## config.mk

```make
export PLATFORM = sky130hd
export DESIGN_NAME = ring_hs_ctrl
export DESIGN_NICKNAME = d
export VERILOG_FILES = /design/src/rtl/ring_hs_ctrl_pkg.sv /design/src/rtl/ring_hs_ctrl_sync.sv /design/src/rtl/ring_hs_ctrl.sv
export SDC_FILE = /design/constraint.sdc
export NUM_CORES = 1
export LEC_CHECK = 0
export CORE_MARGIN = 3
export CORE_UTILIZATION = 38
export DETAILED_ROUTE_END_ITERATION = 16
export PLACE_DENSITY = 0.67
export SKIP_LAST_GASP = 1
export SLEW_MARGIN = 5
export SYNTH_ARGS = -nofsm -noshare
export SYNTH_HDL_FRONTEND = slang
export SYNTH_SLANG_ARGS = --single-unit
export TNS_END_PERCENT = 50
```

## constraint.sdc

```tcl
create_clock -name clk -period 2.5 [get_ports clk]
set_input_delay 0.375 -clock clk [delete_from_list [all_inputs] [get_ports clk]]
set_output_delay 0.375 -clock clk [all_outputs]
set_load 0.02 [all_outputs]
```

## src/rtl/ring_hs_ctrl_pkg.sv

```systemverilog
// ring_ctrl_pkg: state encoding and default parameters for the ring handshake controller
package ring_ctrl_pkg;
    localparam int SYNC_STAGES_DEF  = 2;
    localparam int CNT_W_DEF        = 16;
    localparam int RST_CYCLES_DEF   = 4;
    localparam int TIMEOUT_CLKS_DEF = 1023;
    typedef logic [2:0] state_t;
    localparam state_t IDLE     = 3'd0;
    localparam state_t RING_RST = 3'd1;
    localparam state_t REQ_UP   = 3'd2;
    localparam state_t REQ_DN   = 3'd3;
    localparam state_t DRAIN    = 3'd4;
    localparam state_t ABORT    = 3'd5;
endpackage

```

## src/rtl/ring_hs_ctrl_sync.sv

```systemverilog
// ring_sync: multi-flop synchronizer for an asynchronous ring handshake wire
module ring_sync #(
    parameter int STAGES = 2
) (
    input  logic clk,
    input  logic rst_n,
    input  logic d,
    output logic q
);
    logic [STAGES-1:0] sr;
    // Shift the asynchronous input through the flop chain
    always_ff @(posedge clk or negedge rst_n) begin
        if (!rst_n) sr <= '0;
        else sr <= {sr[STAGES-2:0], d};
    end
    assign q = sr[STAGES-1];
endmodule

```

## src/rtl/ring_hs_ctrl.sv

```systemverilog
// ring_hs_ctrl: sequences token injection into and consumption from a self-timed handshake ring
module ring_hs_ctrl
    import ring_ctrl_pkg::*;
#(
    parameter int SYNC_STAGES  = SYNC_STAGES_DEF,
    parameter int CNT_W        = CNT_W_DEF,
    parameter int RST_CYCLES   = RST_CYCLES_DEF,
    parameter int TIMEOUT_CLKS = TIMEOUT_CLKS_DEF
) (
    input  logic             clk,
    input  logic             rst_n,
    input  logic             start,
    input  logic [CNT_W-1:0] n_tokens,
    output logic             busy,
    output logic             done,
    output logic             timeout,
    output logic [CNT_W-1:0] tok_in_cnt,
    output logic [CNT_W-1:0] tok_out_cnt,
    output logic [CNT_W-1:0] cycle_clks,
    output logic             cycle_valid,
    output logic             ring_rst,
    output logic             lr,
    input  logic             la,
    input  logic             rr,
    output logic             ra
);
    localparam int RC_W = $clog2(RST_CYCLES + 1);
    localparam int WD_W = $clog2(TIMEOUT_CLKS + 1);

    state_t           state, state_n;
    logic             la_s, rr_s, la_q, rr_q, cyc_run;
    logic             la_rise, la_fall, rr_rise, rr_fall, any_edge;
    logic             active, wd_exp, rr_act, drain_ok, start_ok, acc;
    logic [CNT_W-1:0] n_tok, cyc_cnt;
    logic [RC_W-1:0]  rst_cnt;
    logic [WD_W-1:0]  wd;

    ring_sync #(.STAGES(SYNC_STAGES)) u_la_sync (.clk(clk), .rst_n(rst_n), .d(la), .q(la_s));
    ring_sync #(.STAGES(SYNC_STAGES)) u_rr_sync (.clk(clk), .rst_n(rst_n), .d(rr), .q(rr_s));

    assign la_rise  = la_s & ~la_q;
    assign la_fall  = ~la_s & la_q;
    assign rr_rise  = rr_s & ~rr_q;
    assign rr_fall  = ~rr_s & rr_q;
    assign any_edge = la_rise | la_fall | rr_rise | rr_fall;
    assign active   = state == REQ_UP || state == REQ_DN || state == DRAIN;
    assign wd_exp   = active && !any_edge && wd == WD_W'(TIMEOUT_CLKS - 1);
    assign rr_act   = !ring_rst && active && !wd_exp;
    assign drain_ok = tok_out_cnt == n_tok && !lr && !la_s && !rr_s && !ra;
    assign start_ok = start && state == IDLE;
    assign acc      = la_rise && state == REQ_UP;

    // Next state; wd_exp excludes edge cycles so a completing edge always beats the watchdog
    always_comb begin
        state_n = state;
        case (state)
            IDLE:     state_n = start ? RING_RST : IDLE;
            RING_RST: if (rst_cnt == RC_W'(RST_CYCLES - 1)) state_n = n_tok == '0 ? DRAIN : REQ_UP;
            REQ_UP:   state_n = wd_exp ? ABORT : la_rise ? REQ_DN : REQ_UP;
            REQ_DN:   state_n = wd_exp ? ABORT : !la_fall ? REQ_DN : tok_in_cnt < n_tok ? REQ_UP : DRAIN;
            DRAIN:    state_n = drain_ok ? IDLE : wd_exp ? ABORT : DRAIN;
            default:  state_n = IDLE;
        endcase
    end

    // Previous synchronized levels for edge detection
    always_ff @(posedge clk or negedge rst_n) begin
        if (!rst_n) {la_q, rr_q} <= '0;
        else {la_q, rr_q} <= {la_s, rr_s};
    end

    // FSM state, registered ring-facing handshake wires, run status and watchdog
    always_ff @(posedge clk or negedge rst_n) begin
        if (!rst_n) begin
            state    <= IDLE;
            ring_rst <= 1'b1;
            lr       <= 1'b0;
            ra       <= 1'b0;
            busy     <= 1'b0;
            done     <= 1'b0;
            timeout  <= 1'b0;
            n_tok    <= '0;
            rst_cnt  <= '0;
            wd       <= '0;
        end else begin
            state    <= state_n;
            ring_rst <= state_n == IDLE || state_n == RING_RST;
            lr       <= state == REQ_UP && state_n == REQ_UP;
            ra       <= rr_act && rr_s;
            busy     <= state_n != IDLE;
            done     <= state != IDLE && state_n == IDLE;
            timeout  <= !start_ok && (timeout || state == ABORT);
            n_tok    <= start_ok ? n_tokens : n_tok;
            rst_cnt  <= state == RING_RST ? rst_cnt + 1'b1 : '0;
            wd       <= (!active || any_edge || (state_n == REQ_UP && state != REQ_UP)) ? '0 : wd + 1'b1;
        end
    end

    // Token counts and saturating la-to-la period, all cleared by an accepted start
    always_ff @(posedge clk or negedge rst_n) begin
        if (!rst_n) begin
            tok_in_cnt  <= '0;
            tok_out_cnt <= '0;
            cyc_cnt     <= '0;
            cyc_run     <= 1'b0;
            cycle_clks  <= '0;
            cycle_valid <= 1'b0;
        end else if (start_ok) begin
            tok_in_cnt  <= '0;
            tok_out_cnt <= '0;
            cyc_cnt     <= '0;
            cyc_run     <= 1'b0;
            cycle_clks  <= '0;
            cycle_valid <= 1'b0;
        end else begin
            if (acc) tok_in_cnt <= tok_in_cnt + 1'b1;
            if (rr_act && rr_rise && tok_out_cnt < n_tok) tok_out_cnt <= tok_out_cnt + 1'b1;
            cyc_cnt <= acc ? CNT_W'(1) : (cyc_run && cyc_cnt != '1) ? cyc_cnt + 1'b1 : cyc_cnt;
            cyc_run <= cyc_run || acc;
            if (acc && cyc_run) begin
                cycle_clks  <= cyc_cnt;
                cycle_valid <= 1'b1;
            end
        end
    end
endmodule

```

==> out/summary.md <==
The fmax was 387.5 MHz. The finished layout holds 922 standard cells, fillers aside. The share of total power dissipated in sequential elements is 35.8%. The number of pins exceeding their max-slew limit in the final report was 0.

The top-level port count was 76. The design draws 0.006795 W. The initial utilization of the core area, before any placement, comes to 39.04%. The number of nets in the synthesized netlist is 651.

The tree is rooted in a sky130_fd_sc_hd__clkbuf_16. The tools report the relative contribution of combinational cells to total power as 43.7%. In this run the core area contains 44 standard-cell rows. The tools report the count of nets after finishing as 797.

The congestion estimate from routability-driven global placement came to 0.8872. The worst-case IR drop observed on VDD is 0.0003828 V. After synthesis the netlist holds a flip-flop and latch count of 110. The internal power of the cells totals 0.004255 W. After detailed routing, the number of remaining DRC violations is 0. Counting buffers and inverters, the worst setup path is 11 cells deep. Ratio of total power to cell area: 890.3 nW/um^2. The family of cells with the greatest summed delay on the critical path is simple AND/OR/NAND/NOR gates. The number of DRC markers in iteration 0 was 287; the biggest cell delay along the critical path was 550 ps. The accumulated negative setup slack is -857.8 ps. The chip height came out at 128.4 um. Setup repair after global routing could not meet its margin everywhere.

The number of enable flip-flop cells after synthesis was 0. The share of async-settable or async-resettable flops after synthesis is 100.0%, and the average cell area after synthesis is 9.653 um^2. The checks that failed: negative setup slack. Detailed-route wire length per cell: 16.09 um.

The class of the most critical setup path is reg2reg. The portion of the clock cycle consumed by the worst path in the final layout is 103.2%, and the top cell type's share of synthesized area is 47.89%. The sum of buffers and inverters on the critical path is 3.

Highest fanout seen on the critical path: 10. The tool flagged a number of max-cap violations equal to 0. The worst hold path was traced through 0 stages. The analysis attributes to cell leakage a power of 3.470 nW. The post-route antenna net violation count was 0. STA classifies the critical path endpoint as a register.

The core region is 14590 um^2. Counting the buffers created by CTS gives 9. Traced cell by cell, the critical path runs through inv_2 > buf_4 > ha_1 > nand4_1 > or4_4 > o311ai_4 > o211ai_1 > a31oi_2 > o41ai_4 > buf_4 > nor2_1. The worst hold path belongs to the class reg2reg.

The number of port buffers works out to 75. Final critical path time including I/O delays and setup: 2581 ps. TritonCTS built the clock tree. The endpoint arrival time on the critical path came out at 2860 ps. After detailed routing, the number of vias per cell comes to 5.272.

Counting tap cells, the placed design contains a total of 897 instances. The tools report the total via count in the routed design as 4861. Global routing finished with a remaining overflow of 0. In this run the power spent charging and discharging nets is 0.002540 W. The filler cells instantiated in the layout total 1277.

The clock reaches the later pin of the worst-skew pair after 350 ps. The logs give 0 for the count of endpoints failing hold in the final timing report and 2780 ps for the critical path required time. Clock-pin slew was measured on the worst setup and hold paths at 70 ps.

The number of antenna violations at the first check in global routing was 0. The aggregate global-route resource usage was 18.58%. The most common cell type on the critical path is sky130_fd_sc_hd__buf_4. The tools report the smallest setup slack after layout as -80.70 ps. For this run, the leading register cell type out of synthesis is sky130_fd_sc_hd__dfrtp_1. The number of antenna diodes in the final layout is 0. Counting distinct cell types in the post-synthesis netlist gives 54.

The clock passes through at most 2 buffers. The clock network burns 20.5% of the power. The number of cells on the worst reg-to-reg path is 11. The largest total area in the synthesized netlist belongs to sky130_fd_sc_hd__dfrtp_1. The floorplan die area is 16490 um^2, and the HPWL after detailed placement is 10.89 mm. For the worst-case clock skew, the log shows 6.944 ps.

The count of endpoints failing setup in the final report was 18. The largest net degree at the start of global routing was 57. For the portion of the post-synthesis area used by sequential elements, the log shows 48.35%.

The number of global-route vias before repair is 4926. The first global-routing pass estimated 24.61 mm of wire. STA classifies the critical path startpoint as a register. The library cell contributing the largest single delay on the critical path was sky130_fd_sc_hd__or4_4. The tools report the worst max-slew margin expressed relative to the limit as 61.62%.

Summed over all layers, the routed wires come to 14.84 mm. Yosys attributes the largest share of cell area to sky130_fd_sc_hd__dfrtp_1 48%, sky130_fd_sc_hd__ha_1 8.8%, sky130_fd_sc_hd__nand2_1 5.9%. The first-pass iteration count of the detailed router is 5. By count the netlist is led by 109 x sky130_fd_sc_hd__dfrtp_1, 89 x sky130_fd_sc_hd__nand2_1, 51 x sky130_fd_sc_hd__nor2_1. The flow ran to the end, but the final reports show violations.

In the final layout, the share of cells above drive strength 1 is 16.26%. The cell count after synthesis came out at 590. The switching share of total power is 37.38%, and the number of clock sinks seen by CTS is 110. Measured along the x axis, the die boundary spans 128.4 um.

Relative to the synthesized area, the layout overhead comes to 34.01%. The logs give 5695 um^2 for the total standard cell area after synthesis and 0 for the total of warnings raised by yosys. The clock tree synthesis step divided the H-tree into 3 levels. Yosys instantiated no cell more often than sky130_fd_sc_hd__dfrtp_1. The transition time at the pin with the least slew margin works out to 574.5 ps.
-- cells by family (layout without fill, tap and decap cells) --
kind of cell / count (synthesis) / after routing / synth area share, %
buffers and inverters: 49 / 195 / 3.405
xor gates and xnor gates: 32 / 32 / 4.921
muxes: 5 / 5 / 0.8788
AOI/OAI and AO/OA: 108 / 108 / 12.11
and+or+nand+nor: 246 / 248 / 21.55
adders and majority gates: 40 / 40 / 8.787
DFF: 110 / 110 / 48.35
-- flip-flops by register name, summed over array words and instances (netlist names), 2 cells and up --
name          count
tok_in_cnt       16
u_rr_sync.sr      2
rst_cnt           3
cyc_cnt          16
state             3
cycle_clks       16
wd               10
n_tok            16
u_la_sync.sr      2
tok_out_cnt      16
-- worst paths after layout --
kind	to	start	slack, ps
max in group asynchronous	tok_out_cnt[14]$_DFFE_PN0P_	rst_n	1370
hold / removal	u_rr_sync.sr[1]$_DFF_PN0_	u_rr_sync.sr[0]$_DFF_PN0_	360
hold reg to reg	u_rr_sync.sr[1]$_DFF_PN0_	u_rr_sync.sr[0]$_DFF_PN0_	360
setup / recovery	wd[7]$_DFF_PN0_	n_tok[9]$_DFFE_PN0P_	-80
min in group asynchronous	cycle_clks[12]$_DFFE_PN0P_	rst_n	480
setup reg to reg	wd[7]$_DFF_PN0_	n_tok[9]$_DFFE_PN0P_	-80
-- cell type report --
cell class	instances	area, um^2	area share [%]
well taps	184	230.2	3.016
multi-input cells	433	2912	38.15
flip-flops and latches	110	2754	36.08
clock buffers	10	229.0	3.000
clock inverters	3	46.29	0.6066
inverters	32	122.6	1.607
repair buffers	150	1339	17.54
-- worst register-to-register path: cells and delay by family, from the launching register on --
kind                     cells  cell delay (ps)
AO/OA/AOI/OAI                4              730
adder cells (fa/ha/maj)      1              280
buffers and inverters        3              360
flip-flops                   1              360
AND/OR/NAND/NOR              3              780
-- per-stage QoR --
| step | worst slack (ps) | hold slack (ps) | utilization, % | cell area, um^2 |
|---|---|---|---|---|
| 4_1_cts | -82.27 | 361.9 | 51.42 | 7502 |
| 3_5_place_dp | -174.1 | 311.7 | 48.84 | 7126 |
| 2_1_floorplan | -42.31 | 79.41 | - | 5708 |
| 3_3_place_gp | -91.48 | 310.0 | 48.84 | 7126 |
| 5_1_grt | -209.1 | 374.9 | 52.32 | 7632 |
| 6_report | -80.70 | 360.1 | 52.32 | 7632 |
-- power groups by stage --
stage               registers, W  clock network (W)  logic (W)
floorplan                0.00266                  0    0.00125
global placement         0.00243                  0    0.00264
detailed placement       0.00245                  0    0.00273
CTS                      0.00243            0.00142    0.00286
global route             0.00247            0.00149    0.00328
finish                   0.00243            0.00139    0.00297
-- repair_timing --
action / in CTS / in global routing
hold buffers: 1 / 0
setup buffers: 1 / 9
cloned: 2 / 0
hold endpoints to repair: 21 / 0
pin swaps: 4 / 14
endpoints found under the setup margin: 24 / 27
resized for setup: 14 / 13
-- layout by cell type, fill, tap and decap left out, drive strengths merged, types with 2 or more instances in the layout --
cell type      count
dfrtp            109
nand2             89
buf               75
clkdlybuf4s50     74
nor2              51
o21ai             41
ha                40
inv               32
nand3             26
a21oi             24
xor2              22
nand4             20
and3              13
o31ai             11
or4               11
xnor2             10
a21o              10
clkbuf            10
nor3               8
or3                6
mux2i              5
o21a               5
and2               4
nor4               4
nor3b              3
o211ai             3
nor2b              3
nand2b             2
and4               2
a31oi              2
nor4b              2
o41ai              2
or2                2
-- metal layers --
metal  global-route usage [%]  share of wire (%)  wire length, um
met1                    24.94                 46             6819
met2                    30.31                 49             7251
met3                    3.196                3.2              470
met4                    6.804                2.0              295
met5                        0                  0                0
Note: power is estimated with default switching activity, not from simulation.
